**config.mk**
```make
export PLATFORM = sky130hd
export DESIGN_NAME = nibble_serial_adder_flat
export DESIGN_NICKNAME = d
export VERILOG_FILES = /design/src/rtl/nibble_pkg.sv /design/src/rtl/nibble_serial_adder_if.sv /design/src/rtl/nibble_serial_adder_full4adder.sv /design/src/rtl/nibble_serial_adder.sv /design/src/flat_wrapper.sv
export SDC_FILE = /design/constraint.sdc
export NUM_CORES = 1
export LEC_CHECK = 0
export ABC_AREA = 0
export CORE_MARGIN = 2
export CORE_UTILIZATION = 45
export DETAILED_ROUTE_END_ITERATION = 7
export PLACE_DENSITY = 0.78
export SKIP_CTS_REPAIR_TIMING = 1
export SLEW_MARGIN = 20
export SYNTH_ARGS = -nofsm -noshare
export SYNTH_HDL_FRONTEND = slang
export SYNTH_SLANG_ARGS = --single-unit
```
**constraint.sdc**
```tcl
create_clock -name clk -period 2.5 [get_ports clk]
set_input_delay 0.5 -clock clk [delete_from_list [all_inputs] [get_ports clk]]
set_output_delay 0.5 -clock clk [all_outputs]
set_load 0.01 [all_outputs]
```
**src/rtl/nibble_pkg.sv**
```systemverilog
// nibble_pkg: shared types and helpers for the nibble-serial adder.
//   NIB_W       width of one slice handled by the 4-bit adder
//   nibble_t    one 4-bit slice
//   nsa_state_t controller states (IDLE, ADD, DONE)
//   idx_width() width of the nibble index counter, never below 1 bit
package nibble_pkg;

  localparam int NIB_W = 4;

  typedef logic [NIB_W-1:0] nibble_t;

  typedef enum logic [1:0] {
    IDLE = 2'd0,
    ADD  = 2'd1,
    DONE = 2'd2
  } nsa_state_t;

  function automatic int idx_width(input int nibbles);
    return (nibbles > 1) ? $clog2(nibbles) : 1;
  endfunction

endpackage

```
**src/rtl/nibble_serial_adder_if.sv**
```systemverilog
// nibble_serial_adder_if: request/result bundle of the nibble-serial adder.
//   start  requester -> adder  operation request, taken only while not busy
//   op_a   requester -> adder  operand A (W bits), latched on accepted start
//   op_b   requester -> adder  operand B (W bits), latched on accepted start
//   cin    requester -> adder  carry into nibble 0, latched on accepted start
//   sub    requester -> adder  subtract select (only with SERIAL_ADD_SUB_EN)
//   busy   adder -> requester  high while nibbles are being added
//   done   adder -> requester  one-cycle pulse, sum/cout valid
//   sum    adder -> requester  result (W bits), held until the next accepted start
//   cout   adder -> requester  carry out of the top nibble, held with sum
// Handshake: a request is taken on the rising edge where start=1 and busy=0
// (including the done cycle); start while busy is dropped, not queued. There is
// no backpressure on the result: done is a single-cycle strobe and the consumer
// must capture sum/cout then or read them later while they are held.
// Macro SERIAL_ADD_SUB_EN adds the sub signal.
interface nibble_serial_adder_if
  import nibble_pkg::*;
#(
  parameter int NIBBLES = 4
);

  localparam int W = NIB_W * NIBBLES;

  logic         start;
  logic [W-1:0] op_a;
  logic [W-1:0] op_b;
  logic         cin;
`ifdef SERIAL_ADD_SUB_EN
  logic         sub;
`endif
  logic         busy;
  logic         done;
  logic [W-1:0] sum;
  logic         cout;

`ifdef SERIAL_ADD_SUB_EN
  modport master (output start, op_a, op_b, cin, sub, input busy, done, sum, cout);
  modport slave  (input start, op_a, op_b, cin, sub, output busy, done, sum, cout);
`else
  modport master (output start, op_a, op_b, cin, input busy, done, sum, cout);
  modport slave  (input start, op_a, op_b, cin, output busy, done, sum, cout);
`endif

endinterface

```
**src/rtl/nibble_serial_adder_full4adder.sv**
```systemverilog
// full4Adder: plain 4-bit ripple-carry adder, {cout,s} = a + b + cin.
//   a, b  4-bit addends
//   cin   carry into bit 0
//   s     4-bit sum
//   cout  carry out of bit 3
module full4Adder
  import nibble_pkg::*;
(
  input  nibble_t a,
  input  nibble_t b,
  input  logic    cin,
  output nibble_t s,
  output logic    cout
);

  logic [NIB_W:0] c;

  assign c[0] = cin;

  for (genvar i = 0; i < NIB_W; i++) begin : g_bit
    assign s[i]   = a[i] ^ b[i] ^ c[i];
    assign c[i+1] = (a[i] & b[i]) | (c[i] & (a[i] ^ b[i]));
  end

  assign cout = c[NIB_W];

endmodule

```
**src/rtl/nibble_serial_adder.sv**
```systemverilog
// nibble_serial_adder: adds two NIBBLES*4-bit operands one nibble per clock
// through a single full4Adder instance, with a start/done handshake.
//   clk      system clock, all state on the rising edge
//   rst      asynchronous active-high reset
//   bus      nibble_serial_adder_if.slave (start/op_a/op_b/cin[/sub] in,
//            busy/done/sum/cout out)
//   state_o  current controller state, for observation
// Latency: start accepted at edge E0 writes nibble k at E(k+1); done is high in
// the cycle after E(NIBBLES). A start in the done cycle begins the next run
// with no idle gap.
// Macro SERIAL_ADD_SUB_EN: when defined, bus.sub=1 computes op_a - op_b by
// feeding inverted B nibbles with a forced carry-in of 1 (cin ignored); cout=1
// then means no borrow.
module nibble_serial_adder
  import nibble_pkg::*;
#(
  parameter int NIBBLES = 4
) (
  input  logic                   clk,
  input  logic                   rst,
  nibble_serial_adder_if.slave   bus,
  output nsa_state_t             state_o
);

  localparam int                 W        = NIB_W * NIBBLES;
  localparam int                 IDX_W    = idx_width(NIBBLES);
  localparam logic [IDX_W-1:0]   LAST_IDX = IDX_W'(NIBBLES - 1);

  nsa_state_t       state_q, state_d;
  logic [IDX_W-1:0] idx_q, idx_d;
  logic [W-1:0]     a_q, a_d;
  logic [W-1:0]     b_q, b_d;
  logic [W-1:0]     sum_q, sum_d;
  logic             carry_q, carry_d;
  logic             cout_q, cout_d;
`ifdef SERIAL_ADD_SUB_EN
  logic             sub_q, sub_d;
`endif

  nibble_t add_a, add_b, add_s;
  logic    add_cin, add_cout;

  // Slice the latched operands at the current nibble.
  nibble_t b_nib;
  assign add_a = a_q[idx_q*NIB_W +: NIB_W];
  assign b_nib = b_q[idx_q*NIB_W +: NIB_W];
`ifdef SERIAL_ADD_SUB_EN
  assign add_b = sub_q ? ~b_nib : b_nib;
`else
  assign add_b = b_nib;
`endif
  assign add_cin = carry_q;

  full4Adder u_add (
    .a    (add_a),
    .b    (add_b),
    .cin  (add_cin),
    .s    (add_s),
    .cout (add_cout)
  );

  // State register.
  always_ff @(posedge clk or posedge rst) begin
    if (rst) begin
      state_q <= IDLE;
    end else begin
      state_q <= state_d;
    end
  end

  // Datapath registers.
  always_ff @(posedge clk or posedge rst) begin
    if (rst) begin
      idx_q   <= '0;
      a_q     <= '0;
      b_q     <= '0;
      sum_q   <= '0;
      carry_q <= 1'b0;
      cout_q  <= 1'b0;
`ifdef SERIAL_ADD_SUB_EN
      sub_q   <= 1'b0;
`endif
    end else begin
      idx_q   <= idx_d;
      a_q     <= a_d;
      b_q     <= b_d;
      sum_q   <= sum_d;
      carry_q <= carry_d;
      cout_q  <= cout_d;
`ifdef SERIAL_ADD_SUB_EN
      sub_q   <= sub_d;
`endif
    end
  end

  // Next state and datapath updates.
  always_comb begin
    state_d = state_q;
    idx_d   = idx_q;
    a_d     = a_q;
    b_d     = b_q;
    sum_d   = sum_q;
    carry_d = carry_q;
    cout_d  = cout_q;
`ifdef SERIAL_ADD_SUB_EN
    sub_d   = sub_q;
`endif

    case (state_q)
      IDLE, DONE: begin
        if (bus.start) begin
          state_d = ADD;
          idx_d   = '0;
          a_d     = bus.op_a;
          b_d     = bus.op_b;
          sum_d   = '0;
          cout_d  = 1'b0;
`ifdef SERIAL_ADD_SUB_EN
          sub_d   = bus.sub;
          // Two's-complement subtract: the +1 enters as the nibble-0 carry.
          carry_d = bus.sub ? 1'b1 : bus.cin;
`else
          carry_d = bus.cin;
`endif
        end else begin
          state_d = IDLE;
        end
      end

      ADD: begin
        sum_d[idx_q*NIB_W +: NIB_W] = add_s;
        carry_d = add_cout;
        if (idx_q == LAST_IDX) begin
          state_d = DONE;
          cout_d  = add_cout;
          idx_d   = '0;
        end else begin
          idx_d   = idx_q + 1'b1;
        end
      end

      default: begin
        state_d = IDLE;
      end
    endcase
  end

  assign bus.busy = (state_q == ADD);
  assign bus.done = (state_q == DONE);
  assign bus.sum  = sum_q;
  assign bus.cout = cout_q;
  assign state_o  = state_q;

endmodule

```
**src/flat_wrapper.sv**
```systemverilog
// flat-port wrapper written by rule: the top's interface ports become plain ports
module nibble_serial_adder_flat import nibble_pkg::*;
#(
  parameter int NIBBLES = 4
)
  (clk, rst, state_o, bus_start, bus_op_a, bus_op_b, bus_cin, bus_busy, bus_done, bus_sum, bus_cout);
  nibble_serial_adder_if #(.NIBBLES(NIBBLES)) bus_i ();
  input  logic clk;
  input  logic rst;
  output nsa_state_t state_o;
  input wire logic [$bits(bus_i.start)-1:0] bus_start;
  input wire logic [$bits(bus_i.op_a)-1:0] bus_op_a;
  input wire logic [$bits(bus_i.op_b)-1:0] bus_op_b;
  input wire logic [$bits(bus_i.cin)-1:0] bus_cin;
  output wire logic [$bits(bus_i.busy)-1:0] bus_busy;
  output wire logic [$bits(bus_i.done)-1:0] bus_done;
  output wire logic [$bits(bus_i.sum)-1:0] bus_sum;
  output wire logic [$bits(bus_i.cout)-1:0] bus_cout;
  assign bus_i.start = bus_start;
  assign bus_i.op_a = bus_op_a;
  assign bus_i.op_b = bus_op_b;
  assign bus_i.cin = bus_cin;
  assign bus_busy = bus_i.busy;
  assign bus_done = bus_i.done;
  assign bus_sum = bus_i.sum;
  assign bus_cout = bus_i.cout;
  nibble_serial_adder #(.NIBBLES(NIBBLES)) u_core (.clk(clk), .rst(rst), .bus(bus_i), .state_o(state_o));
endmodule
```
; ---- Yosys cells after proc, flatten, opt, wreduce, memory -nomap -nowiden
; Cells that the tools add are included.
[word_totals]
register_bits = 54
input_bits = 36
out_inout_bits = 21
wordCells = 58
[classes]
n_addsub = 2
n_eq_ne = 5
shift = 4
mux = 14
bitwise_logic = 20
reduce_logical = 6
[ops]
columns = op, count
row1 = negation 4 -> 34 bit, 1
row2 = "variable shift 4 x 34 -> 16 bit, first input constant", 1
row3 = variable part select 4 x 34 -> 16 bit, 1
row4 = case mux 16 bit (2 select lines), 1
row5 = variable part select 16 x 5 -> 4 bit, 2
row6 = bitwise mux 16 bit, 1
row7 = 2-to-1 mux 16 bit, 1
row8 = bitwise AND 1 bit, 8
row9 = case mux 2 bit (2 select lines), 2
row10 = bitwise XOR 1 bit, 8
row11 = 2-to-1 mux 2 bit, 3
row12 = "equality test 2 bit, second input constant", 2
row13 = 2-to-1 mux 1 bit, 4
row14 = OR 1 bit, 4
row15 = case mux 1 bit (2 select lines), 2
row16 = AND reduction 2 bit, 2
row17 = AND reduction 3 bit, 1
row18 = "adder 2 x 1 -> 2 bit, second input constant", 1
row19 = "equality test 2 x 1 -> 1 bit, second input constant", 1
row20 = logical NOT 2 bit, 1
row21 = "!= test 2 x 1 -> 1 bit, second input constant", 1
row22 = "!= test 2 bit, second input constant", 1
row23 = nonzero test 2 bit, 1
row24 = OR reduction 2 bit, 1

; ---- Logic depth before layout (Yosys ltp)
[depth]
word_depth = 12
depth_mapped = 12
ltp_nobuf = 11

; ---- Hierarchy
; Synthesis repeated with hierarchy kept, for this count alone.
[unflattened]
hier_cells = 254
hier_area_um2 = 2578.7
[modules_own_cells]
columns = mod, instances, cells_each, area_per_inst_um2, seq_area_each_um2
row1 = nibble_serial_adder, 1, 240, 2461.1, 1351.3
row2 = full4Adder, 1, 14, 117.6, 0.0

; ---- Worst setup path before layout
; No wires, ideal clock.
[synth_path]
path_type = reg-to-reg
startpoint = register u_core.idx_q[0]
endpoint = register u_core.sum_q[15] (netlist: u_core.bus.sum[15])
setup_ns = 0.122
arrival_time_ns = 2.610
required_time_ns = 2.378
setup_slack_ns = -0.232
path_stages_with_launch = 12
path_buffers = 1
synth_period_minus_slack_ns = 2.732
cell_sequence = dfrtp_1 > buf_6 > mux4_1 > inv_1 > fa_1 > inv_1 > fa_1 > inv_1 > fa_1 > inv_1 > fa_1 > a32o_1
[synth_via]
elab_chain_len = 12
word_cells_on_any_way = 24
classes_between = add/sub (1) / shift (4) / mux (2) / bitwise (17)
[synth_lines]
columns = item, line_no
row1 = "start, declared", nibble_serial_adder.sv:30  ; logic [IDX_W-1:0] idx_q, idx_d;
row2 = "start signal, assigned", nibble_serial_adder.sv:84  ; idx_q <= idx_d;
row3 = "variable part select 16 x 5 -> 4 bit, on equally long branches", "nibble_serial_adder.sv:45, nibble_serial_adder.sv:46"
row4 = bitwise XOR 1 bit, "nibble_serial_adder_full4adder.sv:21, nibble_serial_adder_full4adder.sv:22"
row5 = bitwise AND 1 bit, nibble_serial_adder_full4adder.sv:22  ; assign c[i+1] = (a[i] & b[i]) | (c[i] & (a[i] ^ b[i]));
row6 = OR 1 bit, nibble_serial_adder_full4adder.sv:22
row7 = bitwise AND 1 bit, nibble_serial_adder_full4adder.sv:22
row8 = OR 1 bit, nibble_serial_adder_full4adder.sv:22
row9 = bitwise AND 1 bit, nibble_serial_adder_full4adder.sv:22
row10 = OR 1 bit, nibble_serial_adder_full4adder.sv:22
row11 = bitwise XOR 1 bit, nibble_serial_adder_full4adder.sv:21  ; assign s[i] = a[i] ^ b[i] ^ c[i];
row12 = variable part select 4 x 34 -> 16 bit, nibble_serial_adder.sv:131  ; sum_d[idx_q*NIB_W +: NIB_W] = add_s;
row13 = bitwise mux 16 bit *, nibble_serial_adder.sv:131
row14 = case mux 16 bit (2 select lines) *, nibble_serial_adder.sv:109  ; case (state_q)
row15 = "end signal, assigned", nibble_serial_adder.sv:87  ; sum_q <= sum_d;
row16 = "end, declared", nibble_serial_adder.sv:33  ; logic [W-1:0] sum_q, sum_d;
; Mark *: on every way between the ends. The rest lies on a longest branch, timed or not.
; A chain may end at the register's enable or synchronous reset.

; ---- Worst setup path in the final report
[layout_path]
startpoint = register u_core.idx_q[0]
endpoint = register u_core.sum_q[11] (netlist: u_core.bus.sum[11])
; Same word-level chain as after synthesis.

==> out/summary.txt <==
status: complete, but fails checks
failing checks: negative setup slack
largest net degree at the start of global routing: 55
Routed Antenna Nets: 0
RSZ-0062 raised after global routing: true
first-pass GRT wire length: 9070 um
R2R depth: 10
met1 Track Usage GR: 25.5%
critical path required time: 2.71 ns
P_int: 2.63 mW
RR Endpoint: u_core.bus.sum[11]$_DFFE_PP0P_
clk_lat worst skew: 0.31 ns
Tmin final: 2.68 ns
DR vias: 1906
worst min-delay path startpoint: u_core.b_q[3]$_DFFE_PP0P_
count of cell types in the netlist: 34
Power Density: 1330 nW/um^2
Die Y: 79.1 um
Net Sw Frac: 39.8%
buffer depth of the longest clock path: 2
Max FO, Critical Path: 4
DRC viols: 0
mapped cell area: 2540 um^2
# IOs: 57
Vias/cell: 5.07
setup ws final: -0.181 ns
clock sinks: 54
Clk pwr share: 11.4%
post-synth top area cell: dfrtp_1
post-synthesis net count: 287
r2r setup slk: -0.18 ns
LEAKAGE: 1.56 nW
Worst-Margin Slew: 0.669 ns
overall routing resource usage: 18.8%
Sw Pwr: 1.74 mW
worst vdd ir: 0.639 mV
DRT Wirelength: 5270 um
fin crit share: 107%
Design Power: 4.37 mW
sequential-to-total area share from yosys stat: 53.2%
grt ovf: 0
Core Region: 5470 um^2
Final Hold Viols: 0
max-slew violations: 0
met2 layer usage reported by global route: 29.7%
Final Util: 60.0%
synth warn: 0
area share of the leading cell type in the synthesized netlist: 53.2%
CP startpoint: u_core.idx_q[0]$_DFFE_PP0P_
Area Overhead vs Synth: 29.4%
post-synthesis register bit count: 54
# nets final: 347
Hold Path End: u_core.b_q[3]$_DFFE_PP0P_
TritonCTS buffer count: 5
Syn Area/Cell: 10.4 um^2
Crit. End Element: flop
final setup fails: 6
share of cells above drive strength 1: 15.1%
antenna cells: 0
Sequential Power Share: 34.2%
type of origin of the critical path: flop
vias in the first global route: 1929
Die Area: 6260 um^2
WS Path Type: flop to flop
H-tree lvl count: 2
Routability Congestion: 0.835
Detailed Routing Iterations Pass 1: 4
Hold Crit Class: flop to flop
normalized max-slew margin: 55.4%
worst hold path cell count: 2
Routed WL per cell: 14.0 um
CTS tree: built
Setup TNS: -0.807 ns
synth top area cells: dfrtp_1 (53%), nand2_1 (15%), mux4_2 (5.3%), fa_1 (3.2%), mux4_1 (2.1%)
busiest metal layer after global routing: met2
start of the worst register-to-register path: u_core.idx_q[0]$_DFFE_PP0P_
CTS clk-pin slew, worst paths: 0.10 ns
Hold WS: 0.481 ns
drt initial violations: 136
hpwl dp: 3780 um
number of max-cap violations: 0
root buf cell: clkbuf_8
Achievable Freq: 373 MHz
cell row count: 27
GR Layer Usage met3: 3.86%
Critical Path AT: 2.89 ns
initial antenna violation count: 0
Comb pwr share: 54.4%
count of port buffers added during placement: 56
Die W: 79.1 um
initial core utilization: 46.4%
Mapped Cells: 243
Layout Skew: 0.0154 ns
## registers in the layout (all words and copies together), names as in the netlist
signal           cells
u_core.state_o       2
u_core.b_q          16
u_core.bus.cout      1
u_core.add_cin       1
u_core.bus.sum      16
u_core.idx_q         2
u_core.a_q          16
## cells by family (layout without fill, tap and decap cells)
logic type / count (synthesis) / in the layout / synth area share, %
buffers and inverters: 26 / 87 / 5.96
and+or+nand+nor: 125 / 125 / 21.4
DFF: 54 / 54 / 53.2
muxes: 8 / 8 / 7.39
adders and majority gates: 8 / 8 / 5.13
AOI/OAI and AO/OA: 22 / 22 / 6.90
## routing by layer
layer,vias to the layer above,wire length [um]
li1,920,-
met1,926,2540
met2,51,2400
met3,9,238
met4,0,91
met5,-,0
## cell usage after synthesis
cell	count
nand2_1	100
a21oi_2	2
a221o_1	1
nand3b_1	3
buf_8	1
buf_6	3
a22o_1	4
nor3b_2	1
o2bb2ai_1	4
mux4_1	2
inv_2	1
nor3_1	1
nor2b_1	2
and4bb_4	1
nand2b_2	1
o41ai_1	2
nor2_1	1
dfrtp_1	54
nand3_1	10
o31ai_1	2
buf_4	4
a32o_1	2
nand2b_1	1
fa_1	4
o21ai_0	5
nand4_1	1
clkbuf_1	1
buf_2	4
and3_1	1
mux4_2	6
and3b_1	1
inv_1	12
and4_1	1
ha_1	4
## layout make-up
class / instances / area, um^2
sequential: 54 / 1350
multi-input combinational: 163 / 1060
clock inverter: 1 / 5.00
inverter: 13 / 48.8
fill: 459 / 2190
timing repair buffer: 66 / 643
clock buffer: 7 / 86.3
tap: 72 / 90.1
## stage by stage
step                      instance area (um^2)  instances  setup slack (ns)
after floorplan                           2550        243            -0.168
after global placement                    3170        367            -0.156
after detailed placement                  3170        367            -0.223
after CTS                                 3260        375            -0.245
after global routing                      3290        376            -0.232
final                                     3290        376            -0.181
## power by group through the flow
stage	Clock [mW]	Sequential [mW]	Combinational, mW
2_1_floorplan	0	1.45	1.52
4_1_cts	0.510	1.49	2.29
3_5_place_dp	0	1.50	2.27
3_3_place_gp	0	1.49	2.21
6_report	0.500	1.49	2.38
5_1_grt	0.546	1.54	2.63
## cells in the final DEF (no fill, tap or decap), types with 2 or more instances in the layout
| master | netlist | layout |
|---|---|---|
| nand2_1 | 100 | 100 |
| clkdlybuf4s50_1 | 0 | 56 |
| dfrtp_1 | 54 | 53 |
| nand3_1 | 10 | 9 |
| mux4_2 | 6 | 8 |
| buf_4 | 4 | 8 |
| inv_2 | 1 | 7 |
| inv_1 | 12 | 6 |
| clkbuf_8 | 0 | 6 |
| a22o_1 | 4 | 4 |
| fa_2 | 0 | 4 |
| ha_1 | 4 | 4 |
| nand3b_1 | 3 | 3 |
| o21ai_0 | 5 | 3 |
| o2bb2ai_1 | 4 | 3 |
| a32o_1 | 2 | 2 |
| o31ai_1 | 2 | 2 |
| o21ai_1 | 0 | 2 |
| a21oi_2 | 2 | 2 |
| buf_6 | 3 | 2 |
## how the worst max path moves through the flow
| stage | to | slack, ns |
|---|---|---|
| after floorplan | u_core.bus.sum[11]$_DFFE_PP0P_ | -0.17 |
| after global placement | u_core.bus.sum[11]$_DFFE_PP0P_ | -0.16 |
| after detailed placement | u_core.bus.sum[15]$_DFFE_PP0P_ | -0.22 |
| after CTS | u_core.bus.sum[3]$_DFFE_PP0P_ | -0.24 |
| after global routing | u_core.bus.sum[15]$_DFFE_PP0P_ | -0.23 |
| final | u_core.bus.sum[11]$_DFFE_PP0P_ | -0.18 |
## critical path, cell delays in order, from the launching register on
cell,delay [ns]
dfrtp_2,0.46
mux4_2,0.35
inv_2,0.04
fa_2,0.34
inv_2,0.07
fa_2,0.18
inv_2,0.04
fa_2,0.33
inv_2,0.06
fa_2,0.46
a22o_1,0.24
(Power assumes the default switching activity.)
